`src/rtl/nx_indirect_access_cntrl_mt.sv`:
```
// Multi-table indirect access controller: decodes CSR commands into a granted memory-port sequence.
// Optional feature macro NX_IA_SIM_TMO_EN enables the SIM_TMO opcode (grant masking to force a timeout).
module nx_indirect_access_cntrl_mt #(
    parameter int N_TABLES = 4,
    parameter int N_ENTRIES = 512,
    parameter int N_DATA_BITS = 96,
    parameter int N_REG_ADDR_BITS = 11,
    parameter logic [N_REG_ADDR_BITS-1:0] CMND_ADDRESS = 11'h020,
    parameter int N_TIMER_BITS = 6,
    parameter int N_INIT_INC_BITS = 4,
    parameter logic [N_DATA_BITS-1:0] RESET_DATA = '0,
    localparam int TW = (N_TABLES > 1) ? $clog2(N_TABLES) : 1,
    localparam int AW = $clog2(N_ENTRIES)
) (
    input  logic                       clk,
    input  logic                       rst,
    input  logic                       wr_stb,
    input  logic [N_REG_ADDR_BITS-1:0] reg_addr,
    input  logic [3:0]                 cmnd_op,
    input  logic [AW-1:0]              cmnd_addr,
    input  logic [TW-1:0]              cmnd_table_id,
    input  logic [N_TABLES*AW-1:0]     addr_limit,
    input  logic [N_DATA_BITS-1:0]     wr_dat,
    output logic [N_DATA_BITS-1:0]     rd_dat,
    output logic [2:0]                 stat_code,
    output logic [AW-1:0]              stat_addr,
    output logic [TW-1:0]              stat_table_id,
    output logic                       enable,
    output logic                       sw_cs,
    output logic                       sw_ce,
    output logic                       sw_we,
    output logic [AW-1:0]              sw_add,
    output logic [TW-1:0]              sw_table_id,
    output logic [N_DATA_BITS-1:0]     sw_wdat,
    input  logic [N_DATA_BITS-1:0]     sw_rdat,
    input  logic                       sw_match,
    input  logic [7:0]                 sw_aindex,
    input  logic                       grant,
    output logic                       yield,
    output logic                       reset
);
    localparam int IW = (N_INIT_INC_BITS > 0) ? N_INIT_INC_BITS : 1;

    localparam logic [3:0] OP_NOP = 4'h0, OP_READ = 4'h1, OP_WRITE = 4'h2, OP_ENABLE = 4'h3,
                           OP_DISABLE = 4'h4, OP_RESET = 4'h5, OP_INIT = 4'h6, OP_INIT_INC = 4'h7,
                           OP_SET_START = 4'h8, OP_COMPARE = 4'h9, OP_RESET_ALL = 4'hA, OP_ACK = 4'hF;
    localparam logic [2:0] ST_RDY = 3'd0, ST_BSY = 3'd1, ST_TMO = 3'd2, ST_OVR = 3'd3,
                           ST_NXM = 3'd4, ST_UOP = 3'd5, ST_PDN = 3'd7;

    typedef enum logic [3:0] {
        POWERDOWN, READY, ERROR, DO_WRITE, DO_READ, READ_DONE,
        DO_COMPARE, COMPARE_WAIT, COMPARE_DONE, DO_RESET, DO_INIT
    } state_t;

    state_t state, next_state;
    logic [2:0] err_r, next_err, next_stat;
    logic init_r, inc_mode, all_mode;
    logic [TW-1:0] tid_r;
    logic [AW-1:0] addr_r, sweep_addr, init_start_r, cur_limit, cmd_limit;
    logic [N_DATA_BITS-1:0] wdat_r;
    logic [N_TIMER_BITS-1:0] timer;
    logic [IW-1:0] inc_cnt;
    logic [AW-1:0] limits [N_TABLES];
    logic cmd_valid, op_bad, uses_tid, uses_addr, tid_bad, nxm, accept;
    logic busy, waiting, sweeping, timeout, sweep_last, last_table, grant_eff;

    for (genvar g = 0; g < N_TABLES; g++) begin : g_lim
        assign limits[g] = addr_limit[g*AW +: AW];
    end

    // Table ids beyond N_TABLES only exist when N_TABLES is not a power of two.
    if ((1 << TW) > N_TABLES) begin : g_tchk
        assign tid_bad = ({1'b0, cmnd_table_id} >= (TW+1)'(N_TABLES));
    end else begin : g_tnochk
        assign tid_bad = 1'b0;
    end

`ifdef NX_IA_SIM_TMO_EN
    localparam logic [3:0] OP_SIM_TMO = 4'hE;
    logic sim_tmo;
    always_ff @(posedge clk or posedge rst) begin
        if (rst)
            sim_tmo <= 1'b0;
        else if (timeout)
            sim_tmo <= 1'b0;
        else if (accept && cmnd_op == OP_SIM_TMO)
            sim_tmo <= 1'b1;
    end
    assign grant_eff = grant & ~sim_tmo;
`else
    assign grant_eff = grant;
`endif

    assign cmd_valid  = wr_stb && (reg_addr == CMND_ADDRESS);
    assign cur_limit  = limits[tid_r];
    assign cmd_limit  = limits[cmnd_table_id];
    assign nxm        = uses_tid && (tid_bad || (uses_addr && (cmnd_addr > cmd_limit)));
    assign accept     = (state == READY) && cmd_valid && !op_bad && !nxm;
    assign waiting    = state inside {DO_WRITE, DO_READ, DO_COMPARE, DO_RESET, DO_INIT};
    assign busy       = waiting || (state inside {READ_DONE, COMPARE_WAIT, COMPARE_DONE});
    assign sweeping   = state inside {DO_RESET, DO_INIT};
    assign timeout    = waiting && (&timer);
    assign sweep_last = (state == DO_RESET) ? (sweep_addr == cur_limit) : (sweep_addr == addr_r);
    assign last_table = (tid_r == TW'(N_TABLES - 1));

    always_comb begin
        op_bad    = 1'b0;
        uses_tid  = 1'b0;
        uses_addr = 1'b0;
        case (cmnd_op)
            OP_NOP, OP_ENABLE, OP_DISABLE, OP_RESET_ALL, OP_ACK: ;
            OP_READ, OP_WRITE, OP_INIT, OP_SET_START: begin uses_tid = 1'b1; uses_addr = 1'b1; end
            OP_RESET, OP_COMPARE: uses_tid = 1'b1;
            OP_INIT_INC: begin
                uses_tid  = 1'b1;
                uses_addr = 1'b1;
                op_bad    = (N_INIT_INC_BITS == 0);
            end
`ifdef NX_IA_SIM_TMO_EN
            OP_SIM_TMO: ;
`endif
            default: op_bad = 1'b1;
        endcase
    end

    always_comb begin
        next_state = state;
        next_err   = err_r;
        if (state == ERROR) begin
            if (cmd_valid && cmnd_op == OP_ACK)
                next_state = init_r ? POWERDOWN : READY;
        end else if (cmd_valid && op_bad) begin
            next_state = ERROR; next_err = ST_UOP;
        end else if (cmd_valid && nxm) begin
            next_state = ERROR; next_err = ST_NXM;
        end else if (timeout) begin
            next_state = ERROR; next_err = ST_TMO;
        end else if (busy && cmd_valid) begin
            next_state = ERROR; next_err = ST_OVR;
        end else begin
            case (state)
                POWERDOWN: if (cmd_valid && cmnd_op == OP_ENABLE) next_state = READY;
                READY: if (cmd_valid) begin
                    case (cmnd_op)
                        OP_READ:                 next_state = DO_READ;
                        OP_WRITE:                next_state = DO_WRITE;
                        OP_DISABLE:              next_state = POWERDOWN;
                        OP_RESET, OP_RESET_ALL:  next_state = DO_RESET;
                        OP_INIT, OP_INIT_INC:    next_state = DO_INIT;
                        OP_COMPARE:              next_state = DO_COMPARE;
                        default: ;
                    endcase
                end
                DO_WRITE:     if (grant_eff) next_state = READY;
                DO_READ:      if (grant_eff) next_state = READ_DONE;
                READ_DONE:    next_state = READY;
                DO_COMPARE:   if (grant_eff) next_state = COMPARE_WAIT;
                COMPARE_WAIT: next_state = COMPARE_DONE;
                COMPARE_DONE: next_state = READY;
                DO_RESET:     if (grant_eff && sweep_last && (!all_mode || last_table)) next_state = READY;
                DO_INIT:      if (grant_eff && sweep_last) next_state = READY;
                default: ;
            endcase
        end
    end

    always_comb begin
        case (next_state)
            POWERDOWN: next_stat = ST_PDN;
            READY:     next_stat = ST_RDY;
            ERROR:     next_stat = next_err;
            default:   next_stat = ST_BSY;
        endcase
    end

    always_ff @(posedge clk or posedge rst) begin
        if (rst) begin
            state <= POWERDOWN;  err_r <= ST_RDY;  stat_code <= ST_PDN;
            init_r <= 1'b1;  inc_mode <= 1'b0;  all_mode <= 1'b0;
            tid_r <= '0;  addr_r <= '0;  sweep_addr <= '0;  init_start_r <= '0;
            wdat_r <= '0;  timer <= '0;  inc_cnt <= '0;  rd_dat <= '0;
            sw_cs <= 1'b0;  sw_ce <= 1'b0;  sw_we <= 1'b0;
        end else begin
            state     <= next_state;
            err_r     <= next_err;
            stat_code <= next_stat;
            sw_cs <= next_state inside {DO_WRITE, DO_READ, DO_COMPARE, DO_RESET, DO_INIT};
            sw_we <= next_state inside {DO_WRITE, DO_RESET, DO_INIT};
            sw_ce <= (next_state == DO_COMPARE);
            timer <= (waiting && !grant_eff && next_state != ERROR) ? timer + 1'b1 : '0;

            case (state)
                POWERDOWN:    rd_dat <= wr_dat;
                READ_DONE:    rd_dat <= sw_rdat;
                COMPARE_DONE: rd_dat <= N_DATA_BITS'({sw_match, sw_aindex});
                default: ;
            endcase

            if (state == POWERDOWN && next_state == READY)
                init_r <= 1'b0;

            if (accept) begin
                case (cmnd_op)
                    OP_READ, OP_WRITE, OP_COMPARE: begin
                        tid_r <= cmnd_table_id; addr_r <= cmnd_addr; wdat_r <= wr_dat;
                    end
                    OP_RESET: begin
                        tid_r <= cmnd_table_id; sweep_addr <= '0; all_mode <= 1'b0;
                    end
                    OP_RESET_ALL: begin
                        tid_r <= '0; sweep_addr <= '0; all_mode <= 1'b1;
                    end
                    OP_INIT, OP_INIT_INC: begin
                        tid_r <= cmnd_table_id; addr_r <= cmnd_addr; wdat_r <= wr_dat;
                        sweep_addr <= init_start_r; inc_mode <= (cmnd_op == OP_INIT_INC); inc_cnt <= '0;
                    end
                    OP_SET_START: init_start_r <= cmnd_addr;
                    OP_DISABLE:   init_r <= 1'b1;
                    default: ;
                endcase
            end

            // A granted sweep step moves to the next entry, or to the next table during RESET_ALL.
            if (sweeping && grant_eff && next_state != ERROR) begin
                if (!sweep_last)
                    sweep_addr <= sweep_addr + 1'b1;
                else if (state == DO_RESET && all_mode && !last_table) begin
                    tid_r <= tid_r + 1'b1;
                    sweep_addr <= '0;
                end
                if (state == DO_INIT && inc_mode)
                    inc_cnt <= inc_cnt + 1'b1;
            end
        end
    end

    always_comb begin
        sw_wdat = wdat_r;
        if (state == DO_RESET)
            sw_wdat = RESET_DATA;
        else if (state == DO_INIT && inc_mode && N_INIT_INC_BITS > 0)
            sw_wdat[IW-1:0] = wdat_r[IW-1:0] + inc_cnt;
    end

    assign sw_add        = sweeping ? sweep_addr : addr_r;
    assign sw_table_id   = tid_r;
    assign stat_table_id = tid_r;
    assign stat_addr     = (state == POWERDOWN) ? '0 : cur_limit;
    assign enable        = ~init_r;
    assign yield         = timer[N_TIMER_BITS-1];
    assign reset         = sweeping;
endmodule

```
`config.mk`:
```
export PLATFORM = sky130hd
export DESIGN_NAME = nx_indirect_access_cntrl_mt
export DESIGN_NICKNAME = d
export VERILOG_FILES = /design/src/rtl/nx_indirect_access_cntrl_mt.sv
export SDC_FILE = /design/constraint.sdc
export NUM_CORES = 1
export LEC_CHECK = 0
export CAP_MARGIN = 15
export CORE_AREA = 2 2 189 191
export DETAILED_ROUTE_END_ITERATION = 10
export DIE_AREA = 0 0 191 193
export GPL_ROUTABILITY_DRIVEN = 0
export PLACE_DENSITY = 0.71
export REMOVE_ABC_BUFFERS = 1
export SYNTH_ARGS = -nofsm -noshare
export SYNTH_HDL_FRONTEND = slang
export SYNTH_SLANG_ARGS = --single-unit
```
`constraint.sdc`:
```
create_clock -name clk -period 15.6 [get_ports clk]
set_input_delay 3.9 -clock clk [delete_from_list [all_inputs] [get_ports clk]]
set_output_delay 3.9 -clock clk [all_outputs]
set_load 0.05 [all_outputs]
```
# [Word-level counts from Yosys, hierarchy flattened]
# Cells that the tools add are included.
[classes] n_lt_le_gt_ge=3 div_mod_pow=0 bitwise_logic=3 reduce_logical=51 muxes=57 n_eq_ne=33 addsub=5 n_mul=0 n_shift=0
[ops] operator="$pmux 96 s3" count=1
[ops] operator="$mux 92" count=1
[ops] operator="$mux 9" count=10
[ops] operator="$mux 4" count=19
[ops] operator="$eq 4x3->1 const B" count=10
[ops] operator="$bmux 9 s2" count=2
[ops] operator="$eq 4x4->1 const B" count=9
[ops] operator="$pmux 4 s9" count=1
[ops] operator="$eq 4x2->1 const B" count=6
[ops] operator="$pmux 4 s6" count=1
[ops] operator="$logic_and 1x1->1" count=22
[ops] operator="$eq 9x9->1" count=2
[ops] operator="$pmux 9 s2" count=1
[ops] operator="$mux 3" count=5
[ops] operator="$eq 4x1->1 const B" count=3
[ops] operator="$logic_not 4->1" count=3
[ops] operator="$reduce_or 12->1" count=1
[ops] operator="$eq 11x6->1 const B" count=1
[ops] operator="$reduce_bool 5->1" count=2
[ops] operator="$reduce_or 5->1" count=2
[ops] operator="$add 9x1->9 const B" count=1
[ops] operator="$gt 9x9->1" count=1
[ops] operator="$pmux 3 s3" count=1
[ops] operator="$reduce_bool 3->1" count=3
[ops] operator="22 further kinds" count=44
[totals] ram_bits=0 wordCells=169 latch_bits=0 romBits=0 mem_count=0 ff_bits=247 out_inout_bits=223 in_bits=267

# [Depth between registers and ports, before layout]
# Gate-level depths: netlist of run 1.
[logic_depth] ltp_word=20 mapped_depth=15 ltp_nobuf=12

# [Worst setup path before layout of run 1]
# No wires, ideal clock.
[synth_path] kind="input-to-output" start="input port addr_limit[10]" end="output port stat_addr[1]" t_arrival_ns=4.869 cell_stages=2 t_required_ns=11.700 path_slack_ns=6.831 n_path_buf=0 cell_sequence="mux4_1 -> nor2b_1"
[synth_between] elab_chain_cells=4
[synth_lines] item="from (decl)" line="22" text="input logic [N_TABLES*AW-1:0] addr_limit,"
[synth_lines] item="$bmux 9 s2" line="95" text="assign cur_limit = limits[tid_r];"
[synth_lines] item="$mux 9 (not written as such) (2 in a row)" line="95"
[synth_lines] item="$mux 9" line="248" text="assign stat_addr = (state == POWERDOWN) ? '0 : cur_limit;"
[synth_lines] item="to (decl)" line="26" text="output logic [AW-1:0] stat_addr,"
# No other way between the ends. The select of a mux whose other input is x is not followed.

# [Worst setup path after layout of run 1]
[layout_path] start="input port addr_limit[15]" end="output port stat_addr[6]"
# The elaborated chain is that of the path after synthesis.

==> impl_metrics.tcl, run 1 <==
set metrics [dict create \
    run_status "complete, no violations" \
    chipWidth_um 191 \
    postSynthCellCount 1402 \
    cts_tree "done" \
    top_layer "met4" \
    clock_tree_root_buffer_cell "clkbuf_16" \
    grt_setup_unrepaired "false" \
    netlist.top_cell.by_area "dfrtp_1" \
    hold_viol_final 0 \
    pwr-share-comb 0.376 \
    power.share.switching 0.388 \
    criticalPathCategory "input pin to primary output" \
    worst_ep_required_time_ns 11.70 \
    timing.critical_path.buf_inv 2 \
    post_cts_hold_fix_bufs 0 \
    initial_utilization 0.371 \
    globalRoute.totalOverflow 0 \
    clock.fmax_mhz 101 \
    end_of_flow_core_utilization 0.549 \
    grt_first_pass_wirelength_mm 72.0 \
    std_cell_rows 69 \
    multiplexer_share_of_the_synthesized_area 0.130 \
    drt_pass_1_iters 5 \
    worst_case_vdd_ir_drop_mv 0.147 \
    cts_post_setup_buffers_inserted 0 \
    timing.clock.skew_ns 0.0303 \
    largest_net_degree_at_the_start_of_global_routing 106 \
    areaGrowthSynthToFinish_pct 48.0 \
    synth_compound_gate_area_share 0.0935 \
    final_common_cell "clkdlybuf4s50_1" \
    share_of_the_clock_period_used_by_the_worst_path_after_layout 0.634 \
    asyncSetResetFlopFracSynth 1.00 \
    die_area_um2 36900 \
    synth_ff_type "dfrtp_1" \
    main_combinational_cell_family_by_area_after_synthesis "simple AND/OR/NAND/NOR gates" \
    cpMostUsedCell "clkdlybuf4s50_1" \
    cp_slowest_stage_delay_ns 0.74 \
    post_synthesis_share_of_cell_area_spent_on_full_adders_half_adders_and_majority_gates 0.0170 \
    aggregate_global_route_resource_usage 0.257 \
    antenna_found_initial 9 \
    end_kind "primary output" \
    via_count 12042 \
    netlist-cell-type-count 67 \
    synth_sequential_area_ratio 0.477 \
    p_sw_mw 0.917 \
    holdCritPathClass "register to register" \
    clk-insertion-delay-late_ns 0.58 \
    synthesis.area_per_instance_um2 9.25 \
    met3WireLength_mm 4.56 \
    timing.critical_path.slowest_stage_cell "clkdlybuf4s50_1" \
    power.share.sequential 0.344 \
    power.clock.fraction 0.280 \
    post_route_wl_mm 48.1 \
    report.final.setup_viol 0 \
    synth_enable_flop_cells 0 \
    final_net_count 2131 \
    drt.antenna.violating_nets 0 \
    met1_length_mm 19.0 \
    final_layout_size_suffix_gt1_frac 0.0616 \
    max_cap_viol_count 0 \
    leakagePower_nw 8.42 \
    numCtsBuffers 29 \
    first_global_vias 12148 \
    multiInputGateArea_um2 6360 \
    fin_crit_ns 9.90 \
    synth-xor-area-share 0.0196 \
    design_area_um2 19200 \
    viasPerCell 5.15 \
    worst_path_dominant_cell_family "buffers and inverters" \
    htree_num_levels 1 \
    worst_slew_pin_tran_ns 1.21 \
    coreArea_um2 35000 \
    synth.area.top_cells "dfrtp_1 47%, nand2_1 13%, mux2i_1 7.5%" \
    count_of_final_max_slew_check_failures 0 \
    ys_ff_latch 247 \
    placed_area_um2 18200 \
    dpl.hpwl_mm 34.5 \
    route.detailed.drc 0 \
    postCtsResizedCells 0 \
    timing.critical_path.fanout_max 2 \
    layout.filler_cells 3148 \
    synth_top_area_frac 0.469 \
    synthesis.yosys.warnings 0 \
    sort_of_element_at_the_start_of_the_critical_path "input pin" \
    cts.sink_count 247 \
    portBuffers 489 \
    synth_area_um2 13000 \
    maxSlewHeadroom 0.193 \
    power_per_cell_area_nw_per_um2 123 \
    detailedRoute.firstIterationViolations 661 \
    internal_pwr_total_mw 1.45 \
    die_y_um 193 \
    clock_path_buffers 3 \
    worst-endpoint-arrival_ns 6.00 \
    clk_transition_reported_paths_ns 0.06 \
    critical_path.cell_chain "clkdlybuf4s50_1 -> mux4_1 -> nor2b_1 -> clkdlybuf4s50_1" \
    ios 490 \
    met2_length_mm 22.5 \
    wl_per_cell_um 20.6 \
    most-common-layout-cells "489 x clkdlybuf4s50_1, 437 x nand2_1, 243 x dfrtp_1" \
    regArea_um2 6190 \
    synth_simple_gate_area_frac 0.227 \
]
-- power groups by stage --
stage / clock, mW / combinational, mW / sequential (mW)
after floorplan: 0 / 0.156 / 1.20
after global placement: 0 / 0.884 / 0.816
after detailed placement: 0 / 0.889 / 0.821
after CTS: 0.678 / 0.892 / 0.812
after global routing: 0.704 / 0.931 / 0.825
final: 0.662 / 0.889 / 0.813
-- logic make-up (layout without fill, tap and decap cells) --
logic type,after synthesis,count (layout)
AO/OA/AOI/OAI,198,198
other,0,10
buffers and inverters,117,583
flip-flops,247,247
XOR/XNOR,29,29
multiplexers,138,138
AND/OR/NAND/NOR,656,656
adder cells (fa/ha/maj),17,17
-- stage by stage --
| stage | std cells | worst slack, ns | hold slack [ns] | total power [mW] | TNS, ns |
|---|---|---|---|---|---|
| 2_1_floorplan | 1310 | -6.13 | 0.431 | 1.35 | -73.62 |
| 3_3_place_gp | 2277 | 5.75 | 0.441 | 1.70 | 0 |
| 3_5_place_dp | 2277 | 5.72 | 0.448 | 1.71 | 0 |
| 4_1_cts | 2329 | 5.72 | 0.461 | 2.38 | 0 |
| 5_1_grt | 2338 | 5.68 | 0.476 | 2.46 | 0 |
| 6_report | 2339 | 5.70 | 0.455 | 2.36 | 0 |
-- path summary, 6_finish.rpt --
path | cells after the start | from | slack [ns] | end
worst max-delay path | 4 | addr_limit[15] | 5.70 | stat_addr[6]
worst min-delay path | 2 | wdat_r[47] | 0.45 | wdat_r[47]
worst max register to register | 11 | state[3] | 11.09 | sweep_addr[8]
worst min register to register | 2 | wdat_r[47] | 0.45 | wdat_r[47]
max in group asynchronous | 4 | rst | 9.34 | rd_dat[46]
min in group asynchronous | 2 | rst | 3.81 | rd_dat[35]
-- cells in the mapped netlist, types with 15 or more instances --
library cell  count
a21oi_1          19
dfrtp_1         243
inv_1            25
mux2_2           20
nor2b_1         107
mux2i_1          97
o21ai_0         112
xnor2_1          15
ha_1             16
nand2_1         437
clkbuf_1         68
nor2_1           36
a22oi_1          15
-- layer usage --
| layer | vias up | track usage |
|---|---|---|
| met3 | 91 | 0.0816 |
| met1 | 5836 | 0.309 |
| met5 | - | 0 |
| met2 | 501 | 0.419 |
| met4 | 0 | 0.125 |
| li1 | 5614 | - |
-- registers in the layout (all words and copies together), names as in the netlist --
register       flops
inc_cnt            4
state              4
init_start_r       9
rd_dat            96
sw_cs              1
wdat_r            96
init_r             1
stat_code          3
timer              6
addr_r             9
stat_table_id      2
sweep_addr         9
inc_mode           1
sw_ce              1
err_r              3
all_mode           1
sw_we              1
-- cell type report --
type | instances | area share
diodes | 10 | 0.00130
clock buffers | 45 | 0.0451
clock inverters | 7 | 0.00313
inverters | 25 | 0.00528
multi-input cells | 1038 | 0.331
flip-flops and latches | 247 | 0.322
well taps | 461 | 0.0300
repair buffers | 506 | 0.262
-- worst register-to-register path, stage by stage (launching register included) --
cell	delay, ns
dfrtp_1	0.67
nor4bb_4	0.42
buf_4	0.47
buf_4	0.67
nor4_1	0.18
nand4_1	0.21
o21ai_0	0.14
o2111ai_1	0.43
o21ai_4	0.17
a21oi_1	0.60
a21oi_2	0.08
a221o_1	0.38
Note: power is estimated with default switching activity, not from simulation.
==> run 2: changes to the inputs <==
Clock period 15.6 ns to 9.6 ns, I/O delays scaled along.
==> run 2 against run 1 <==
  * Largest cell class unchanged
  * Die area did not move
  * Clock-buffer cell count fell by 7
  * Largest power group unchanged
  * Routed wire length fell by 2.9%
==> impl_metrics.tcl, run 2 (synthesis gave the netlist of run 1 again) <==
set metrics [dict create \
    die_area_um2 36900 \
    timing.critical_path.fanout_max 2 \
    critical_path.cell_chain "clkdlybuf4s50_1 -> mux4_1 -> nor2b_1 -> clkdlybuf4s50_1" \
    multiInputGateArea_um2 6360 \
    areaGrowthSynthToFinish_pct 47.8 \
    placed_cells_incl_taps 2272 \
    antenna_found_initial 10 \
    hold_viol_final 0 \
    cpMostUsedCell "clkdlybuf4s50_1" \
    wl_per_cell_um 20.0 \
    worst_ep_required_time_ns 7.20 \
    ios 490 \
    clk-insertion-delay-late_ns 0.57 \
    clock_path_buffers 3 \
    cts.sink_count 247 \
    route.detailed.drc 0 \
    report.final.setup_viol 0 \
    worst_case_vdd_ir_drop_mv 0.174 \
    numCtsBuffers 29 \
    setup_slack_ns 2.59 \
    clk_transition_reported_paths_ns 0.06 \
    detailedRoute.firstIterationViolations 624 \
    timing.clock.skew_ns 0.0164 \
    drt_pass_1_iters 5 \
    clock.fmax_mhz 143 \
    sort_of_element_at_the_start_of_the_critical_path "input pin" \
    layout.filler_cells 3111 \
    dp_slack_ns 2.57 \
    first_global_vias 11943 \
    criticalPathCategory "input pin to primary output" \
    drt.antenna.violating_nets 0 \
    maxSlewHeadroom 0.244 \
    dpl.hpwl_mm 34.3 \
    power_per_cell_area_nw_per_um2 201 \
    postCtsResizedCells 0 \
    cts_post_setup_buffers_inserted 0 \
    via_count 11856 \
    grt_first_pass_wirelength_mm 70.3 \
    worst_path_dominant_cell_family "buffers and inverters" \
    cts_tree "done" \
    count_of_final_max_slew_check_failures 0 \
    largest_net_degree_at_the_start_of_global_routing 131 \
    reg2reg_setup_slack_ns 5.27 \
    initial_utilization 0.371 \
    aggregate_global_route_resource_usage 0.248 \
    die_y_um 193 \
    final_layout_size_suffix_gt1_frac 0.0606 \
    max_cap_viol_count 0 \
    final_common_cell "clkdlybuf4s50_1" \
    chipWidth_um 191 \
    holdCritPathClass "register to register" \
    most-common-layout-cells "489 x clkdlybuf4s50_1, 437 x nand2_1, 243 x dfrtp_1" \
    timing.critical_path.buf_inv 2 \
    biggestRegsByFlops "rd_dat: 96 flops, wdat_r: 96 flops" \
    std_cell_rows 69 \
    regArea_um2 6190 \
    cp_slowest_stage_delay_ns 0.77 \
    design_area_um2 19200 \
    coreArea_um2 35000 \
    clock_tree_root_buffer_cell "clkbuf_16" \
    end_kind "primary output" \
    fin_crit_ns 7.01 \
    timing.critical_path.slowest_stage_cell "clkdlybuf4s50_1" \
    htree_num_levels 1 \
    stdcell_count 2332 \
    run_status "complete, no violations" \
    viasPerCell 5.08 \
    final_net_count 2127 \
    share_of_the_clock_period_used_by_the_worst_path_after_layout 0.730 \
    post_cts_hold_fix_bufs 0 \
    grt_setup_unrepaired "false" \
    placed_area_um2 18200 \
    worst_slew_pin_tran_ns 1.13 \
    worst-endpoint-arrival_ns 4.61 \
    post_route_wl_mm 46.7 \
    globalRoute.totalOverflow 0 \
    portBuffers 489 \
    leakagePower_nw 8.40 \
]
==> run 2: cell count changes in the layout (fill, tap and decap cells not counted), moves of 2 or more <==
cell / delta
buf_4: -6
bufinv_16: +2
clkbuf_1: -2
clkbuf_8: -5
clkinv_2: +4
clkinvlp_4: +3
diode_2: -3
==> run 2: report_power, final <==
group / internal, mW / switching, mW
Combinational: 0.512 / 0.926
Clock: 0.634 / 0.461
Sequential: 1.22 / 0.0980
Total: 2.36 / 1.49
==> run 2: worst register-to-register path, stage by stage, from the launching register on <==
cell	delay [ns]
dfrtp_1	0.70
nor4bb_4	0.38
buf_4	0.41
buf_4	0.66
nor4_1	0.15
nand4_1	0.21
o21ai_0	0.12
o2111ai_1	0.40
o21ai_4	0.17
a21oi_1	0.58
a21oi_2	0.07
a221o_1	0.37
==> run 2: per-layer routing <==
metal,global-route usage,vias to the layer above,wire [µm],part of all wire
met5,0,-,13,0.00028
met4,0.0924,2,1600,0.034
met3,0.0776,91,4390,0.094
met2,0.415,465,22200,0.48
met1,0.300,5707,18500,0.40
li1,-,5591,-,-
==> run 2: final timing paths <==
kind | startpoint | depth (start not counted) | to
max reg2reg | state[3] | 11 | sweep_addr[7]
min | wdat_r[80] | 2 | wdat_r[80]
max in group asynchronous | rst | 3 | rd_dat[25]
min reg2reg | wdat_r[80] | 2 | wdat_r[80]
min in group asynchronous | rst | 2 | rd_dat[31]
max | addr_limit[19] | 4 | stat_addr[1]
==> run 2: per-stage QoR <==
| stage | hold slack, ns | utilization | setup TNS, ns | total power [mW] |
|---|---|---|---|---|
| after floorplan | 0.431 | - | -1078.45 | 2.20 |
| after global placement | 0.441 | 0.521 | 0 | 2.76 |
| after detailed placement | 0.447 | 0.521 | 0 | 2.77 |
| after CTS | 0.460 | 0.548 | 0 | 3.88 |
| after global routing | 0.476 | 0.548 | 0 | 4.01 |
| final | 0.454 | 0.549 | 0 | 3.85 |
==> run 2: final cells by class <==
class,instances,area share
inverters,25,0.00528
repair buffers,502,0.261
well taps,461,0.0301
diodes,7,0.000913
clock inverters,14,0.00757
clock buffers,38,0.0412
multi-input cells,1038,0.332
flip-flops and latches,247,0.323
